--- config.mk ---
export PLATFORM = sky130hd
export DESIGN_NAME = calc_ctrl_flat
export DESIGN_NICKNAME = d
export VERILOG_FILES = /design/src/rtl/calc_pkg.sv /design/src/rtl/calc_ctrl_if.sv /design/src/rtl/btn_debounce.sv /design/src/rtl/calc_ctrl.sv /design/src/flat_wrapper.sv
export SDC_FILE = /design/constraint.sdc
export NUM_CORES = 1
export LEC_CHECK = 0
export ABC_AREA = 1
export CELL_PAD_IN_SITES_DETAIL_PLACEMENT = 2
export CELL_PAD_IN_SITES_GLOBAL_PLACEMENT = 2
export CORE_ASPECT_RATIO = 1.75
export CORE_MARGIN = 5
export CORE_UTILIZATION = 36
export DETAILED_ROUTE_END_ITERATION = 7
export PLACE_DENSITY_LB_ADDON = 0.1
export SETUP_SLACK_MARGIN = 0.5
export SLEW_MARGIN = 0
export SYNTH_ARGS = -nofsm -noshare
export SYNTH_HDL_FRONTEND = slang
export SYNTH_SLANG_ARGS = --single-unit
--- constraint.sdc ---
create_clock -name clk -period 6.93 [get_ports clk]
set_input_delay 1.0395 -clock clk [delete_from_list [all_inputs] [get_ports clk]]
set_output_delay 1.0395 -clock clk [all_outputs]
set_load 0.03 [all_outputs]
--- src/rtl/calc_pkg.sv ---
// Shared types and helpers for the calculator controller: op codes, FSM states,
// operand width and BCD entry layout.
package calc_pkg;

    localparam int VAL_W      = 14;
    localparam int NUM_DIGITS = 4;
    localparam int NUM_BTNS   = 9;
    localparam int OP_BASE    = 4;
    localparam int EQ_IDX     = 8;

    typedef enum logic [1:0] {
        OP_ADD = 2'd0,
        OP_SUB = 2'd1,
        OP_MUL = 2'd2,
        OP_DIV = 2'd3
    } op_t;

    typedef enum logic [2:0] {
        ST_ENTER_A  = 3'd0,
        ST_ENTER_B  = 3'd1,
        ST_WAIT_ALU = 3'd2,
        ST_SHOW_RES = 3'd3,
        ST_ERROR    = 3'd4
    } state_t;

    // Index 0 is the thousands digit, index NUM_DIGITS-1 the units digit.
    typedef logic [NUM_DIGITS-1:0][3:0] bcd_t;

    function automatic logic [3:0] bcd_inc(input logic [3:0] d);
        return (d >= 4'd9) ? 4'd0 : d + 4'd1;
    endfunction

    function automatic logic [VAL_W-1:0] bcd_to_bin(input bcd_t d);
        int unsigned acc;
        acc = 0;
        for (int i = 0; i < NUM_DIGITS; i++) begin
            acc = acc * 10 + 32'(d[i]);
        end
        return VAL_W'(acc);
    endfunction

endpackage

--- src/rtl/calc_ctrl_if.sv ---
// ALU request/response handshake between calc_ctrl (master) and the ALU (slave).
interface calc_ctrl_if;
    import calc_pkg::*;

    logic             alu_start;
    logic [1:0]       alu_op;
    logic [VAL_W-1:0] alu_a;
    logic [VAL_W-1:0] alu_b;
    logic             alu_done;
    logic             alu_err;
    logic [VAL_W-1:0] alu_result;

    modport master (
        output alu_start, alu_op, alu_a, alu_b,
        input  alu_done, alu_err, alu_result
    );

    modport slave (
        input  alu_start, alu_op, alu_a, alu_b,
        output alu_done, alu_err, alu_result
    );
endinterface

--- src/rtl/btn_debounce.sv ---
// Button conditioner: 2-FF synchronizer, stability counter, one-cycle press pulse.
// Optional auto-repeat of held buttons under CALC_CTRL_AUTOREPEAT_EN.
module btn_debounce #(
    parameter int DEBOUNCE_CYCLES = 1000000
`ifdef CALC_CTRL_AUTOREPEAT_EN
    ,
    parameter int REPEAT_CYCLES   = 25000000,
    parameter bit REPEAT_EN       = 1'b0
`endif
) (
    input  logic clk,
    input  logic rst,
    input  logic btn,
    output logic pulse
);

    localparam int CNT_W = $clog2(DEBOUNCE_CYCLES + 1);
    localparam logic [CNT_W-1:0] CNT_MAX = CNT_W'(DEBOUNCE_CYCLES - 1);

    logic [1:0]       sync_reg;
    logic             stable_reg;
    logic [CNT_W-1:0] cnt_reg;
    logic             pulse_reg;

`ifdef CALC_CTRL_AUTOREPEAT_EN
    localparam int RPT_W = $clog2(REPEAT_CYCLES + 1);
    localparam logic [RPT_W-1:0] RPT_MAX = RPT_W'(REPEAT_CYCLES - 1);
    logic [RPT_W-1:0] rpt_reg;
`endif

    always_ff @(posedge clk) begin
        if (rst) begin
            sync_reg   <= 2'b00;
            stable_reg <= 1'b0;
            cnt_reg    <= '0;
            pulse_reg  <= 1'b0;
`ifdef CALC_CTRL_AUTOREPEAT_EN
            rpt_reg    <= '0;
`endif
        end else begin
            sync_reg  <= {sync_reg[0], btn};
            pulse_reg <= 1'b0;
            // Any return to the accepted level restarts the stability window.
            if (sync_reg[1] == stable_reg) begin
                cnt_reg <= '0;
            end else if (cnt_reg == CNT_MAX) begin
                stable_reg <= sync_reg[1];
                cnt_reg    <= '0;
                pulse_reg  <= sync_reg[1];
            end else begin
                cnt_reg <= cnt_reg + CNT_W'(1);
            end
`ifdef CALC_CTRL_AUTOREPEAT_EN
            if (REPEAT_EN && stable_reg && sync_reg[1]) begin
                if (rpt_reg == RPT_MAX) begin
                    rpt_reg   <= '0;
                    pulse_reg <= 1'b1;
                end else begin
                    rpt_reg <= rpt_reg + RPT_W'(1);
                end
            end else begin
                rpt_reg <= '0;
            end
`endif
        end
    end

    assign pulse = pulse_reg;

endmodule

--- src/rtl/calc_ctrl.sv ---
// Four-digit BCD calculator front end: debounced keys, operand entry, ALU handshake
// and registered display. Build macro: CALC_CTRL_AUTOREPEAT_EN (held-digit auto-repeat).
module calc_ctrl
    import calc_pkg::*;
#(
    parameter int DEBOUNCE_CYCLES = 1000000,
    parameter int ALU_TIMEOUT     = 256,
    parameter int REPEAT_CYCLES   = 25000000
) (
    input  logic                clk,
    input  logic                rst,
    input  logic [NUM_BTNS-1:0] btn,
    calc_ctrl_if.master         alu,
    output logic [VAL_W-1:0]    disp_val,
    output logic                disp_err,
    output logic [1:0]          disp_op
);

    localparam int TMO_W = $clog2(ALU_TIMEOUT + 1);
    localparam logic [TMO_W-1:0] TMO_MAX = TMO_W'(ALU_TIMEOUT - 1);

    logic [NUM_BTNS-1:0]   ev;
    logic [NUM_DIGITS-1:0] dig_ev;
    logic [3:0]            op_ev;
    logic                  eq_ev;
    logic                  any_op;
    op_t                   op_sel;

    state_t           state_reg, state_next;
    bcd_t             entry_reg, entry_next, entry_inc, entry_fresh;
    logic [VAL_W-1:0] entry_bin;
    logic [VAL_W-1:0] a_reg, a_next;
    op_t              op_reg, op_next;
    logic [VAL_W-1:0] result_reg, result_next;
    logic             alu_start_reg, alu_start_next;
    logic [VAL_W-1:0] alu_a_reg, alu_a_next;
    logic [VAL_W-1:0] alu_b_reg, alu_b_next;
    op_t              alu_op_reg, alu_op_next;
    logic [VAL_W-1:0] disp_val_reg, disp_val_next;
    logic             disp_err_reg, disp_err_next;
    op_t              disp_op_reg;
    logic [TMO_W-1:0] tmo_reg;

    generate
        for (genvar gi = 0; gi < NUM_BTNS; gi++) begin : g_btn
            btn_debounce #(
                .DEBOUNCE_CYCLES(DEBOUNCE_CYCLES)
`ifdef CALC_CTRL_AUTOREPEAT_EN
                ,
                .REPEAT_CYCLES  (REPEAT_CYCLES),
                .REPEAT_EN      (gi < NUM_DIGITS)
`endif
            ) u_db (
                .clk  (clk),
                .rst  (rst),
                .btn  (btn[gi]),
                .pulse(ev[gi])
            );
        end
    endgenerate

    assign dig_ev = ev[NUM_DIGITS-1:0];
    assign op_ev  = ev[OP_BASE+3:OP_BASE];
    assign eq_ev  = ev[EQ_IDX];
    assign any_op = |op_ev;

    // Lowest-indexed operator key wins when several land together.
    always_comb begin
        op_sel = OP_ADD;
        for (int i = 3; i >= 0; i--) begin
            if (op_ev[i]) op_sel = op_t'(i[1:0]);
        end
    end

    generate
        for (genvar gi = 0; gi < NUM_DIGITS; gi++) begin : g_digit
            assign entry_inc[gi]   = dig_ev[gi] ? bcd_inc(entry_reg[gi]) : entry_reg[gi];
            assign entry_fresh[gi] = dig_ev[gi] ? 4'd1 : 4'd0;
        end
    endgenerate

    assign entry_bin = bcd_to_bin(entry_reg);

    always_ff @(posedge clk) begin
        if (rst) begin
            state_reg <= ST_ENTER_A;
        end else begin
            state_reg <= state_next;
        end
    end

    always_comb begin
        state_next = state_reg;
        unique case (state_reg)
            ST_ENTER_A: begin
                if (any_op) state_next = ST_ENTER_B;
            end
            ST_ENTER_B: begin
                if (!any_op && eq_ev) state_next = ST_WAIT_ALU;
            end
            ST_WAIT_ALU: begin
                if (alu.alu_done) begin
                    state_next = alu.alu_err ? ST_ERROR : ST_SHOW_RES;
                end else if (tmo_reg == TMO_MAX) begin
                    state_next = ST_ERROR;
                end
            end
            ST_SHOW_RES: begin
                if (any_op) begin
                    state_next = ST_ENTER_B;
                end else if (!eq_ev && (|dig_ev)) begin
                    state_next = ST_ENTER_A;
                end
            end
            ST_ERROR: begin
                if (|ev) state_next = ST_ENTER_A;
            end
            default: state_next = ST_ENTER_A;
        endcase
    end

    // Operator/EQUALS decoding comes first in each state so that digit events
    // arriving in the same cycle fall through unused.
    always_comb begin
        entry_next     = entry_reg;
        a_next         = a_reg;
        op_next        = op_reg;
        result_next    = result_reg;
        alu_start_next = 1'b0;
        alu_a_next     = alu_a_reg;
        alu_b_next     = alu_b_reg;
        alu_op_next    = alu_op_reg;
        unique case (state_reg)
            ST_ENTER_A: begin
                if (any_op) begin
                    a_next     = entry_bin;
                    op_next    = op_sel;
                    entry_next = '0;
                end else if (!eq_ev) begin
                    entry_next = entry_inc;
                end
            end
            ST_ENTER_B: begin
                if (any_op) begin
                    op_next = op_sel;
                end else if (eq_ev) begin
                    alu_start_next = 1'b1;
                    alu_a_next     = a_reg;
                    alu_b_next     = entry_bin;
                    alu_op_next    = op_reg;
                end else begin
                    entry_next = entry_inc;
                end
            end
            ST_WAIT_ALU: begin
                if (alu.alu_done && !alu.alu_err) result_next = alu.alu_result;
            end
            ST_SHOW_RES: begin
                if (any_op) begin
                    a_next     = result_reg;
                    op_next    = op_sel;
                    entry_next = '0;
                end else if (!eq_ev && (|dig_ev)) begin
                    entry_next = entry_fresh;
                end
            end
            ST_ERROR: begin
                if (|ev) begin
                    entry_next = '0;
                    a_next     = '0;
                    op_next    = OP_ADD;
                end
            end
            default: ;
        endcase
    end

    // Display is computed from next-state values so it tracks the FSM without lag.
    always_comb begin
        disp_val_next = bcd_to_bin(entry_next);
        if (state_next == ST_SHOW_RES) begin
            disp_val_next = result_next;
        end else if (state_next == ST_ERROR) begin
            disp_val_next = '0;
        end
        disp_err_next = (state_next == ST_ERROR);
    end

    always_ff @(posedge clk) begin
        if (rst) begin
            entry_reg     <= '0;
            a_reg         <= '0;
            op_reg        <= OP_ADD;
            result_reg    <= '0;
            alu_start_reg <= 1'b0;
            alu_a_reg     <= '0;
            alu_b_reg     <= '0;
            alu_op_reg    <= OP_ADD;
            disp_val_reg  <= '0;
            disp_err_reg  <= 1'b0;
            disp_op_reg   <= OP_ADD;
            tmo_reg       <= '0;
        end else begin
            entry_reg     <= entry_next;
            a_reg         <= a_next;
            op_reg        <= op_next;
            result_reg    <= result_next;
            alu_start_reg <= alu_start_next;
            alu_a_reg     <= alu_a_next;
            alu_b_reg     <= alu_b_next;
            alu_op_reg    <= alu_op_next;
            disp_val_reg  <= disp_val_next;
            disp_err_reg  <= disp_err_next;
            disp_op_reg   <= op_next;
            tmo_reg       <= (state_reg == ST_WAIT_ALU) ? tmo_reg + TMO_W'(1) : '0;
        end
    end

    assign alu.alu_start = alu_start_reg;
    assign alu.alu_a     = alu_a_reg;
    assign alu.alu_b     = alu_b_reg;
    assign alu.alu_op    = alu_op_reg;
    assign disp_val      = disp_val_reg;
    assign disp_err      = disp_err_reg;
    assign disp_op       = disp_op_reg;

endmodule

--- src/flat_wrapper.sv ---
// flat-port wrapper written by rule: the top's interface ports become plain ports
module calc_ctrl_flat import calc_pkg::*;
#(
    parameter int DEBOUNCE_CYCLES = 1000000,
    parameter int ALU_TIMEOUT     = 256,
    parameter int REPEAT_CYCLES   = 25000000
)
  (clk, rst, btn, disp_val, disp_err, disp_op, alu_alu_start, alu_alu_op, alu_alu_a, alu_alu_b, alu_alu_done, alu_alu_err, alu_alu_result);
  calc_ctrl_if alu_i ();
  input  logic clk;
  input  logic rst;
  input  logic [NUM_BTNS-1:0] btn;
  output logic [VAL_W-1:0] disp_val;
  output logic disp_err;
  output logic [1:0] disp_op;
  output wire logic [$bits(alu_i.alu_start)-1:0] alu_alu_start;
  output wire logic [$bits(alu_i.alu_op)-1:0] alu_alu_op;
  output wire logic [$bits(alu_i.alu_a)-1:0] alu_alu_a;
  output wire logic [$bits(alu_i.alu_b)-1:0] alu_alu_b;
  input wire logic [$bits(alu_i.alu_done)-1:0] alu_alu_done;
  input wire logic [$bits(alu_i.alu_err)-1:0] alu_alu_err;
  input wire logic [$bits(alu_i.alu_result)-1:0] alu_alu_result;
  assign alu_alu_start = alu_i.alu_start;
  assign alu_alu_op = alu_i.alu_op;
  assign alu_alu_a = alu_i.alu_a;
  assign alu_alu_b = alu_i.alu_b;
  assign alu_i.alu_done = alu_alu_done;
  assign alu_i.alu_err = alu_alu_err;
  assign alu_i.alu_result = alu_alu_result;
  calc_ctrl #(.DEBOUNCE_CYCLES(DEBOUNCE_CYCLES), .ALU_TIMEOUT(ALU_TIMEOUT), .REPEAT_CYCLES(REPEAT_CYCLES)) u_core (.clk(clk), .rst(rst), .btn(btn), .alu(alu_i), .disp_val(disp_val), .disp_err(disp_err), .disp_op(disp_op));
endmodule
Yosys cells after proc, flatten, opt, wreduce, memory -nomap -nowiden

Cells that the tools add are included.

$add $sub $neg: 20
Equality and inequality tests: 29
Div/mod/pow operators: 0
Reduce and logical (&&, ||, !) cells: 45
Multipliers: 6
Shift-type cells: 0
$lt $le $gt $ge: 4
Muxes and demuxes: 44
Bitwise logic cells: 21

Operators by type and width:

| cell                    | count |
|---|---|
| $add A20 B1 Y20 const B | 9 |
| $eq A20 B20 Y1 const B  | 9 |
| $add A32 B4 Y32         | 4 |
| $mux W14                | 7 |
| $mux W16                | 6 |
| $mul A32 B3 Y13 const B | 2 |
| $mul A32 B3 Y31 const B | 2 |
| $pmux W16 S4            | 1 |
| $reduce_or A3 Y1        | 19 |
| $pmux W14 S3            | 1 |
| $mux W4                 | 8 |
| $add A14 B4 Y14         | 2 |
| $mux W3                 | 8 |
| $not A1 Y1              | 21 |
| $reduce_and A2 Y1       | 9 |
| $add A4 B1 Y4 const B   | 4 |
| $ge A4 B4 Y1 const B    | 4 |
| $pmux W3 S5             | 1 |
| $mul A4 B3 Y7 const B   | 2 |
| $mux W2                 | 6 |
| $add A9 B1 Y9 const B   | 1 |
| $eq A1 B1 Y1            | 9 |
| $eq A3 B2 Y1 const B    | 3 |
| $eq A9 B8 Y1 const B    | 1 |
| other kinds (16)        | 30 |

Logic and storage cells: 220
Bits in latches: 0
Output and inout port bits: 48
Memory bits (writable): 0
Memories: 0
Bits in read-only memories: 0
Bits of input ports: 27
Bits in registers: 320

Longest topological paths before layout

Gate-level depths: netlist of run 1.

Word-level depth: 14
Gate-level depth with buffers: 48
Mapped depth without buffers: 47

Cells and area by module

A second synthesis of run 1 with hierarchy kept.

Cell total of the unflattened synthesis: 2712
Area, all modules: 19246.0 um^2

By module, submodules not included:

| module       | times used | sequential area each (um^2) | area each (um^2) | cells each |
|---|---|---|---|---|
| btn_debounce | 9          | 480.5                       | 1227.4           | 173 |
| calc_ctrl    | 1          | 2082.0                      | 8199.1           | 1155 |

Least setup slack after synthesis of run 1

OpenSTA, ideal clock, no wires.

Kind: register to register
From: register u_core.entry_reg[1] (netlist bit)
To: register u_core.disp_val_reg[13] (netlist: u_core.disp_val[13])
Cell stages (with the launch flop): 44
Clock period less this slack: 6.180 ns
Buffers on the path: 0
Required time: 6.818 ns
Arrival: 6.068 ns
Setup time: 0.112 ns
Setup slack: 0.750 ns
Cells stage by stage: dfxtp_1 -> inv_1 -> ha_1 -> nand3b_1 -> nand2_1 -> inv_1 -> o211ai_1 -> a21oi_1 -> o22ai_1 -> ha_1 -> ha_1 -> nand3_1 -> nand3_1 -> nand2_1 -> nor2_1 -> xnor2_1 -> inv_1 -> ha_1 -> [... 8 more ...] -> inv_1 -> nand2_1 -> inv_1 -> ha_1 -> ha_1 -> inv_1 -> o21ai_0 -> a31oi_1 -> nand2_1 -> or2_2 -> nand2_1 -> nor2_1 -> inv_1 -> nand3_1 -> nand3_1 -> nand2_1 -> nand2_1 -> nand2_1

RTL lines:

| element                  | RTL line         | source |
|---|---|---|
| start: declaration       | calc_ctrl.sv:30  | `bcd_t entry_reg, entry_next, entry_inc, entry_fresh;` |
| start signal: assignment | calc_ctrl.sv:204 | `entry_reg <= entry_next;` |
| end signal: assignment   | calc_ctrl.sv:212 | `disp_val_reg <= disp_val_next;` |
| end: declaration         | calc_ctrl.sv:39  | `logic [VAL_W-1:0] disp_val_reg, disp_val_next;` |

==> results.md, run 1 <==
Place:
- The weighted congestion at the end of routability-driven global placement is 0.842.
- The instance area after placement is 0.0186 mm^2.
- Summed over all nets, the half-perimeter wirelength after detailed placement is 41200 um.
- The number of port buffers is 74.
- In this run, placement finished with an instance count of 2994.

Die:
- The initial core utilization is 0.362.
- In this run the core area contains 106 standard-cell rows.
- The die covers 0.0525 mm^2.
- The region available for standard cell placement spans 0.0476 mm^2.
- During I/O placement, the number of pins put on the boundary was 75.
- The die span in x is 175 um.
- The vertical die dimension is 299 um.

Clocking:
- The clock sink total is 320.
- The number of buffers created by CTS is 35.
- In this run the deepest clock path goes through 3 buffers.
- The depth of the CTS H-tree is 2.
- The worst-skew pair later-pin latency is 0.55 ns.
- After clock tree synthesis, the flow added hold-fix buffers numbering 0.
- The tree is rooted in a sky130_fd_sc_hd__clkbuf_16.
- The clock-pin slew on the worst setup and hold paths is 0.06 ns.
- The clock tree from TritonCTS is built.

Yosys:
- The portion of the post-synthesis area used by sequential elements is 0.372.
- The number of warnings reported in the yosys synthesis log is 0.
- The count of mapped cells out of synthesis is 2353.
- Summing every instance area after synthesis gives 0.0172 mm^2.
- The dominant cell type by area after synthesis is sky130_fd_sc_hd__dfxtp_1.
- In the synthesized netlist the dominant register cell turns out to be sky130_fd_sc_hd__dfxtp_1.
- Yosys attributes the largest share of cell area to sky130_fd_sc_hd__dfxtp_1, sky130_fd_sc_hd__nand2_1, sky130_fd_sc_hd__ha_1.
- The synthesized net count is 2507.
- The fraction of synthesis flops using an asynchronous set or reset pin is 0.
- After synthesis, the netlist uses 57 different library cells.
- The number of flops mapped to enable cells by yosys is 0.
- After synthesis the netlist holds a flip-flop and latch count of 320.
- The average instance in the mapped netlist occupies 7.32 um^2.
- Of the post-synthesis cell area, the dominant cell type holds 0.372.

Layout:
- The proportion of layout cells with a drive suffix above 1 is 0.108.
- The final non-filler cell area is 0.0206 mm^2.
- The final standard cell count with taps included and fillers excluded is 3085.
- The final layout contains 2621 nets.
- The number of flip-flops in the largest register is 180.
- For this run, the share of the core covered by cells in the final layout is 0.432.
- From synthesis to final layout, the design area changed by 19.3%.

STA:
- In the finished design, the share of the clock period the worst path needs comes to 0.925.
- The total count of max-transition violations in the final report is 0.
- In this run the tightest slew margin relative to its limit is 0.466.
- The final hold violation count is 0.
- Setup violations remaining at the end of the flow were counted as 0.
- Derived from the worst setup path, the maximum achievable clock frequency is 0.156 GHz.
- The transition time at the pin with the least slew margin is 0.801 ns.
- For the final routed database, the setup TNS stands at 0 ns.
- Setup repair after global routing could not meet its margin everywhere.
- Clock skew on the completed layout was measured at 0.0225 ns.
- The smallest clock period supported by the final layout is computed as 6.41 ns.

Worst setup path:
- The highest net fanout along the worst path is 4.
- The largest single stage delay on the critical path is 0.32 ns.
- The cell class contributing the biggest share of worst-path delay is simple AND/OR/NAND/NOR gates.
- The worst endpoint data arrival time is 6.84 ns.
- The category of the most critical setup path is flip-flop to flip-flop.
- STA classifies the critical path startpoint as a flip-flop.
- Together, buffers and inverters on the worst path number 9.
- The slowest stage of the critical path belongs to the cell sky130_fd_sc_hd__dfxtp_2.
- Data on the critical path is required at its endpoint by 7.35 ns.
- STA classifies the critical path endpoint as a flip-flop.

Routing:
- The via count is 16200.
- The number of detailed-routing iterations run before antenna repair is 4.
- The routed wirelength normalized by instance count is 18.6 um.
- After detailed routing, the total wire length is 57500 um.
- The number of vias per cell after detailed routing is 5.25.
- The first-iteration detailed-routing DRC count is 331.
- For this run, design rule violations remaining after detail routing come to 0.
- The detail route stage leaves a number of antenna-violating nets equal to 0.

Min path:
- The worst hold path belongs to the class flip-flop to flip-flop.

Pwr:
- The internal portion of the total power is 2.92 mW.
- The sequential power share is 0.490.
- Of the total power, the clock network draws 0.494.
- The power dissipated by switching net loads is 0.851 mW.
- In this run the power density over the cells is 183 mW/mm^2.
- For this design the static power due to leakage is 8.24 nW.
- The peak supply drop is 0.000172 V.
- Of the total power, the share spent switching nets is 0.226.
- The share of total power dissipated in combinational logic is 0.016.
- The power consumption is 3.77 mW.

Global routing:
- The number of antenna violations at the first check in global routing is 2.
- Across every metal layer, demand over resource in global routing totals 0.204.
- The first global-routing pass estimated 88900 um of wire.
- The largest net degree at the start of global routing is 51.
- The total overflow left after global routing is 0.
- The via count of the first global-routing pass came to 18000.

Run status:
- The flow ran to the end, and the final reports show no timing, DRC or antenna violations.

Run:
- The tool flagged a number of max-cap violations equal to 0.
==> layout by cell type (no fill, tap or decap), types with 16 or more instances in the layout <==
master and instances:
sky130_fd_sc_hd__nand2_1 378, sky130_fd_sc_hd__nor2_1 320, sky130_fd_sc_hd__inv_1 319, sky130_fd_sc_hd__dfxtp_1 307, sky130_fd_sc_hd__a21oi_1 162, sky130_fd_sc_hd__o21ai_0 107
sky130_fd_sc_hd__nand3_1 105, sky130_fd_sc_hd__ha_1 98, sky130_fd_sc_hd__nor3_1 77, sky130_fd_sc_hd__clkdlybuf4s50_1 73, sky130_fd_sc_hd__xor2_1 52, sky130_fd_sc_hd__nand4_1 46
sky130_fd_sc_hd__buf_4 38, sky130_fd_sc_hd__clkbuf_16 35, sky130_fd_sc_hd__nor3b_1 30, sky130_fd_sc_hd__nor2_2 26, sky130_fd_sc_hd__nor4_1 24, sky130_fd_sc_hd__xnor2_1 23
sky130_fd_sc_hd__inv_2 20, sky130_fd_sc_hd__o21a_1 17, sky130_fd_sc_hd__ha_4 16
==> layer usage <==
layer / vias to the layer above / share of wire / GRT usage
met5: - / 0 / 0
met4: 0 / 0.036 / 0.0668
met3: 114 / 0.036 / 0.0288
met2: 233 / 0.56 / 0.416
met1: 7968 / 0.36 / 0.208
li1: 7877 / - / -
==> path summary, 6_finish.rpt <==
| check | startpoint | to | slack, ns | cells past startpoint |
|---|---|---|---|---|
| setup / recovery | u_core.entry_reg[1] | u_core.disp_val[13] | 0.52 | 44 |
| hold / removal | u_core.g_btn[7].u_db.sync_reg[0] | u_core.g_btn[7].u_db.sync_reg[1] | 0.41 | 2 |
| setup reg to reg | u_core.entry_reg[1] | u_core.disp_val[13] | 0.52 | 44 |
| hold reg to reg | u_core.g_btn[7].u_db.sync_reg[0] | u_core.g_btn[7].u_db.sync_reg[1] | 0.41 | 2 |
==> repair_timing <==
action	CTS	global route
endpoints found under the setup margin	4	10
pin swaps	10	39
gates cloned	0	0
resized for setup	45	85
setup buffers	5	25
==> area by class of cell <==
class | instances | area [um^2]
fillers | 5443 | 27100
multi-input cells | 1653 | 9910
flip-flops and latches | 320 | 6430
inverters | 344 | 1310
repair buffers | 113 | 1030
clock buffers | 50 | 1000
well taps | 594 | 743
clock inverters | 10 | 120
diodes | 1 | 2.50
==> stage by stage <==
stage | hold slack [ns] | setup slack [ns]
after floorplan | 0.388 | 0.750
after global placement | 0.394 | 0.342
after detailed placement | 0.404 | -0.0679
after CTS | 0.413 | 0.514
after global routing | 0.420 | 0.0879
final | 0.406 | 0.518
==> power by group through the flow <==
stage,sequential (mW),clock (mW),combinational [mW]
final,1.85,1.86,0.0601
after global routing,1.85,1.99,0.0669
after CTS,1.85,1.92,0.0615
after detailed placement,1.89,0,0.0610
after global placement,1.89,0,0.0589
after floorplan,1.89,0,0.0291
==> worst min-delay path, delay by kind of cell, from the launching register on <==
kind	cells	cell delay [ns]
buffers and inverters	1	0.04
DFF	1	0.29
and+or+nand+nor	1	0.03
==> cell families after synthesis <==
group,synth area share
compound gates,0.111
xor+xnor,0.0457
fa+ha+maj,0.0975
buf+inv,0.0837
flops,0.372
simple gates,0.291
==> cells in the mapped netlist, drive strengths merged (4+ instances only) <==
library cell    n
o21bai          5
fa             12
a31oi          10
dfxtp         320
or2            13
nor3b          31
a22o            4
clkbuf         26
nand4          47
and3            5
nor3           88
a221oi          4
nor4           28
a21oi         169
o21ai         114
xor2           63
buf            10
a22oi           6
inv           342
xnor2          26
ha            115
nor2          359
o31ai           4
o21a           17
nand3         112
nand2         398
(Power assumes the default switching activity.)
==> inputs of run 2 (changes only) <==
Settings changed: CORE_UTILIZATION 36 to 38, DONT_BUFFER_PORTS set to 1.
==> run 2 against run 1 <==
  * Non-clock buffer count shrank 63
  * Worst hold slack got worse by 0.0033 ns
  * Sequential power is essentially flat
  * Flip-flop and latch count unchanged
  * Global-route usage increased by 1.0 points
  * Critical path type unchanged
  * Via count decreased by 0.75%
  * Largest power group unchanged
==> results.md, run 2 (synthesis results as in run 1) <==
Place:
- The weighted congestion at the end of routability-driven global placement is 0.888 (+5.4%).
- The number of port buffers was 0 (-100%).
- The number of cells in the design after placement was 2902 (-3.1%).
- The half-perimeter wire length after detailed placement was 41100 um (-0.11%).

STA:
- The part of the cycle the worst path needs was 0.950 (+0.0249).
- Setup repair after global routing could not meet its margin everywhere.
- The transition time at the pin with the least slew margin is 0.793 ns (-0.00785 ns).
- The time the final worst path needs with I/O delays and setup came to 6.58 ns (+0.173 ns).
- The headroom to the max-slew limit is 0.471 (+0.00524).
- The total count of max-transition violations in the final report was 0 (unchanged).
- The final hold violation count came to 0 (unchanged).
- The worst clock skew is 0.0207 ns (-0.00181 ns).
- The maximum clock frequency is 0.152 GHz (-2.6%).
- The number of failing setup endpoints in the final timing report was 0 (unchanged).

Die:
- The vertical die dimension came to 292 um (-2.6%).
- The die span in x is 171 um (-2.5%).
- The initial core utilization came to 0.383 (+0.0212).
- The standard cell core area was 0.0450 mm^2 (-5.5%).
- The site row count was 103 (-2.8%).
- The count of boundary I/O pins was 75 (unchanged).
- The area enclosed by the die boundary is 0.0499 mm^2 (-5.0%).

Min path:
- The launch point of the worst hold path is u_core.g_btn[6].u_db.sync_reg[0].
- The tightest min-delay check is of the flip-flop to flip-flop type.

Routing:
- The number of detailed-routing iterations run before antenna repair is 4 (unchanged).
- The post-route antenna net violation count came to 0 (unchanged).
- The via count is 16100 (-0.75%).
- The number of vias per cell after detailed routing is 5.34 (+1.8%).
- The routed wirelength normalized by instance count is 19.4 um (+4.1%).
- The first-iteration detailed-routing DRC count is 412 (+24%).
- The overall routed net length was 58400 um (+1.6%).
- The remaining routing DRC violations is 0 (unchanged).

Worst setup path:
- The delay of the slowest critical-path stage is 0.60 ns (+0.28 ns).
- STA classifies the critical path startpoint as a flip-flop.
- The sum of buffers and inverters on the critical path is 7 (-2).
- Among all stages on the critical path, the largest delay is contributed by sky130_fd_sc_hd__fa_2.
- The highest net fanout along the worst path is 5 (+1).
- The cell class contributing the biggest share of worst-path delay is adder cells.
- The cell type with the highest occurrence count on the critical path is sky130_fd_sc_hd__nand2_1.
- The worst reg2reg path startpoint is u_core.g_btn[0].u_db.pulse.
- The worst endpoint data arrival time came to 7.00 ns (+0.16 ns).
- The data required time at the worst endpoint came to 7.35 ns (about the same).
- STA classifies the critical path endpoint as a flip-flop.
- The category of the most critical setup path is flip-flop to flip-flop.
- The origin of the worst setup path is u_core.g_btn[0].u_db.pulse.

Clocking:
- The number of buffers inserted for hold repair after clock tree synthesis is 0 (unchanged).
- The number of buffers created by CTS is 34 (-2.9%).
- The depth of the CTS H-tree came to 2 (unchanged).
- The worst-skew pair later-pin latency is 0.55 ns (about the same).
- The maximum clock insertion buffer count came to 3 (unchanged).
- The clock-pin slew on the worst setup and hold paths is 0.06 ns (about the same).
- The clock sink total is 320 (unchanged).
- The cell sitting at the root of the clock tree is a sky130_fd_sc_hd__clkbuf_16.
- TritonCTS built the clock tree.

Pwr:
- The peak supply drop is 0.000173 V (+0.65%).
- The static leakage is 8.04 nW (-2.4%).
- The power consumption is 3.80 mW (+0.76%).
- The power density relative to cell area came to 190 mW/mm^2 (+3.7%).

Global routing:
- The wire length of the first global-routing pass is 88200 um (-0.85%).
- The number of antenna violations at the first check in global routing came to 7 (+5).
- The via count of the first global-routing pass is 17900 (-0.38%).
- The global routing usage summed across all routing layers is 0.214 (+0.0100).
- The largest net degree at the start of global routing came to 52 (+2.0%).
- The total congestion overflow came to 0 (unchanged).

Layout:
- The utilization after layout was 0.444 (+0.0124).
- The proportion of layout cells with a drive suffix above 1 is 0.119 (+0.0102).
- The number of flip-flops in the largest register is 180 (unchanged).
- Leaving out fill and tap cells, the most frequent cell in the layout is sky130_fd_sc_hd__nand2_1.
- The number of nets at the end of the flow came to 2558 (-2.4%).
- The area growth from synthesis to layout is 16.0%.
- In the layout the commonest cells are sky130_fd_sc_hd__nand2_1, sky130_fd_sc_hd__inv_1, sky130_fd_sc_hd__nor2_1.
- The final standard cell count with taps included and fillers excluded is 3009 (-2.5%).

Run:
- The number of violations of the max-capacitance limit is 0 (unchanged).

Run status:
- The flow ran to the end, and the final reports show no timing, DRC or antenna violations.
==> run 2: final cells by class <==
cell class	count	area, um^2
diodes	4	10.0
well taps	577	722
fillers	5202	25000
flip-flops and latches	320	6430
multi-input cells	1654	9970
inverters	344	1310
clock inverters	15	164
repair buffers	50	379
clock buffers	45	993
==> run 2: through the flow <==
stage	TNS, ns	hold WS (ns)	setup WS [ns]	area, um^2
5_1_grt	0	0.425	0.0400	20000
2_1_floorplan	0	0.388	0.750	17200
4_1_cts	0	0.407	0.434	19300
3_3_place_gp	0	0.390	0.332	17900
6_report	0	0.403	0.345	20000
3_5_place_dp	-0.0802	0.403	-0.0802	17900
==> run 2: per-layer routing <==
layer  up-vias  track usage  share of wire
li1       7768            -              -
met1      7924        0.212           0.36
met2       240        0.435           0.56
met3       134       0.0390          0.037
met4         4       0.0700          0.040
met5         -            0        0.00048
==> run 2: tightest hold or removal path, cell delays in order, from the launching register on <==
cell and delay (ns):
sky130_fd_sc_hd__dfxtp_1 0.30, sky130_fd_sc_hd__inv_1 0.04, sky130_fd_sc_hd__nor2_1 0.03
==> run 2: path summary, 6_finish.rpt <==
kind / slack, ns / depth (start not counted) / end
setup / recovery: 0.35 / 42 / u_core.disp_val[13]
hold / removal: 0.40 / 2 / u_core.g_btn[6].u_db.sync_reg[1]
setup reg to reg: 0.35 / 42 / u_core.disp_val[13]
hold reg to reg: 0.40 / 2 / u_core.g_btn[6].u_db.sync_reg[1]
==> run 2: what timing repair did <==
| item | in CTS | in global routing |
|---|---|---|
| pin swaps | 14 | 49 |
| buffers inserted | 13 | 29 |
| setup endpoints to repair | 5 | 7 |
| gates cloned | 0 | 1 |
| resized for setup | 42 | 99 |
==> run 2: where the power goes <==
group	internal [mW]	switching [mW]	leakage, nW
combinational	0.00829	0.0276	4.90
clock	1.10	0.818	0.558
sequential	1.84	0.00436	2.59
total	2.95	0.850	8.04
==> patch: new RTL, config.mk and constraints of run 2 <==
Re-encode `state_t` (5 states) as one-hot, 5 bits wide.
--- a/src/rtl/calc_pkg.sv
+++ b/src/rtl/calc_pkg.sv
@@ -17,8 +17,8 @@
 
-    typedef enum logic [2:0] {
-        ST_ENTER_A  = 3'd0,
-        ST_ENTER_B  = 3'd1,
-        ST_WAIT_ALU = 3'd2,
-        ST_SHOW_RES = 3'd3,
-        ST_ERROR    = 3'd4
+    typedef enum logic [4:0] {
+        ST_ENTER_A  = 5'b00001,
+        ST_ENTER_B  = 5'b00010,
+        ST_WAIT_ALU = 5'b00100,
+        ST_SHOW_RES = 5'b01000,
+        ST_ERROR    = 5'b10000
     } state_t;
Function: no difference found for any inputs over 4 cycles, from zero or initial values and one cycle with rst high; so few cycles prove little.
==> patch against run 2 <==
  * Cell count is 1.4% higher
  * Clock skew down 0.0061 ns
  * Worst setup slack got worse by 0.30 ns
  * Utilization increased by 0.91 points
  * First-iteration DRC count stayed put
  * Synthesized area grew 2.0%
  * Critical endpoint unchanged
  * Routed wire length grew 8.9%
  * Power up 4.8%
  * Final area is 4.2% higher
  * Sequential cell count is 2 higher
==> patch: results (changes against run 2) <==
stage	metric	value	unit	change
global_routing	grt_pass1_wl	91.42	mm	was 88.18 mm
finish	layout.nets	2596		was 2558
clocking	root_buffer	clkbuf_16		unchanged
detailed_routing	first_pass_iters	5		was 4
place	place.gp.congestion	0.8747		was 0.8880
clocking	clkSlewWorstSetupHoldPaths	0.07	ns	
clocking	numCtsBuffers	35		was 34
flow_run	maxCapViolations	0		unchanged
place	io_buffer_count	0		unchanged
run_status	status	complete, no violations		unchanged
global_routing	antenna_found_initial	0		was 7
global_routing	grt_max_degree	70		was 52
detailed_routing	highest_layer	met4		was met5
clocking	cts_hold_buf	0		unchanged
sta	clock_skew	0.01458	ns	was 0.02072 ns
global_routing	gr-usage-all-layers	0.2155		was 0.2142
place	post-dp-hpwl	42.81	mm	was 41.12 mm
detailed_routing	vias_per_cell	5.458		was 5.341
synthesis	ys_seq_area_frac	0.3669		was 0.3719
power_and_ir_drop	max-vdd-ir-drop	198.2	uV	was 173.0 uV
critical_path	crit_fanout	4		was 5
clocking	cts_buffer_depth	3		unchanged
sta	finalMaxSlewViolations	0		unchanged
synthesis	synth_commonest_cells	nand2_1 (387), inv_1 (347), dfxtp_1 (322)		was nand2_1 (389), inv_1 (334), nor2_1 (332)
power_and_ir_drop	total_leakage_power	0.008321	uW	was 0.008042 uW
synthesis	syn_nets	2533		was 2507
critical_path	slowest_stage	fa_2		unchanged
detailed_routing	wl_met1	21.97	mm	was 21.10 mm
detailed_routing	dr_wl_met3	1.763	mm	was 2.172 mm
synthesis	postSynth.asyncResetShare	0		unchanged
synthesis	ys_warn_count	0		unchanged
clocking	h-tree-depth	2		unchanged
clocking	clk_latency	0.54	ns	
synthesis	yosysUniqueCellTypes	65		was 57
finish	drive_above_1_share	0.1544		was 0.1186
detailed_routing	dr_wl_met2	36.08	mm	was 32.72 mm
synthesis	synthTopCellsByArea	dfxtp_1 (37%), nand2_1 (8.3%), ha_1 (8.2%)		was dfxtp_1 (37%), nand2_1 (8.5%), ha_1 (8.4%)
finish	n_antenna_cell	0		was 4
critical_path	slowest_delay	0.42	ns	was 0.60 ns
place	place_ws	-0.1746	ns	was -0.08015 ns
finish	fillers	5177		was 5202
detailed_routing	drt_iter0_markers	412		unchanged
global_routing	grt_pass1_vias	18400		was 17930
detailed_routing	wl_per_cell	20.84	um	was 19.40 um
hold_path	hold_class	reg2reg		unchanged
synthesis	synth_top_area_frac	0.3669		was 0.3719
finish	largest_reg_flops	180		unchanged
sta	worst_pin_slew	0.8444	ns	was 0.7933 ns
-- patch: cell types whose count changed after synthesis, moves of 5 or more --
cell             run 2  this run
inv_1              334       347
nand3b_1             3        11
o21ai_0            111        97
nor3_1              77        72
inv_2                8        25
nor4_1              24        29
a221oi_1             4         9
nand3_1            108        90
xor2_1              62        50
a211oi_1             3        10
nor2_1             332       306
nor3b_1             30        35
-- patch: kinds of logic (layout without fill, tap and decap cells) --
group	after synthesis	after routing	synth area share
flops	322	322	0.3669
buf+inv	414	502	0.08895
simple gates	1072	1072	0.2911
compound gates	365	365	0.1181
fa+ha+maj	127	127	0.09557
xor+xnor	79	79	0.03938
-- patch: final cells by class --
cell class	count	area, um^2	share of cell area
inverters	375	1423	0.06834
flip-flops and latches	322	6465	0.3106
clock buffers	51	1077	0.05175
clock inverters	11	197.7	0.009496
well taps	583	729.5	0.03504
repair buffers	65	488.0	0.02344
multi-input cells	1643	10440	0.5014
-- patch: per-stage QoR --
stage / total power, uW / setup TNS, ns / instances / utilization / area, um^2
2_1_floorplan: 1931 / 0 / 2379 / - / 17570
3_3_place_gp: 1937 / 0 / 2935 / 0.3971 / 18240
3_5_place_dp: 1940 / -0.1746 / 2935 / 0.3971 / 18240
4_1_cts: 4043 / 0 / 3021 / 0.4347 / 19970
5_1_grt: 4112 / -0.3845 / 3050 / 0.4532 / 20820
6_report: 3981 / 0 / 3050 / 0.4532 / 20820
-- patch: routing by layer --
metal  track usage  up-vias
met1        0.2023     8277
met5             0        -
met3       0.02451      176
met4       0.08045        0
met2        0.4609      300
li1              -     7893
-- patch: timing repair --
action                     in CTS  in global routing
setup endpoints to repair       5                 11
pin swaps                      31                 75
setup buffers                  24                 29
resized for setup              62                127
-- patch: worst paths after layout --
kind,startpoint,to,slack [ns],cells past startpoint
max,u_core.state_reg[2],u_core.disp_val[13],0.04,41
max reg2reg,u_core.state_reg[2],u_core.disp_val[13],0.04,41
min reg2reg,u_core.g_btn[8].u_db.sync_reg[0],u_core.g_btn[8].u_db.sync_reg[1],0.41,2
min,u_core.g_btn[8].u_db.sync_reg[0],u_core.g_btn[8].u_db.sync_reg[1],0.41,2
-- patch: critical path: cells and delay by family (launching register included) --
kind / cells / cell delay [ns]
buffers and inverters: 9 / 0.99
adders and majority gates: 6 / 1.57
xor gates and xnor gates: 2 / 0.59
DFF: 1 / 0.37
AOI/OAI and AO/OA: 7 / 1.16
and+or+nand+nor: 17 / 2.12
-- patch: where the power goes --
group | leakage [uW] | switching [uW] | internal (uW) | total, uW
Clock | 0.000627 | 816 | 1270 | 2080
Combinational | 0.00509 | 28.4 | 8.13 | 36.5
Sequential | 0.00260 | 4.37 | 1860 | 1860
Total | 0.00832 | 849 | 3130 | 3980
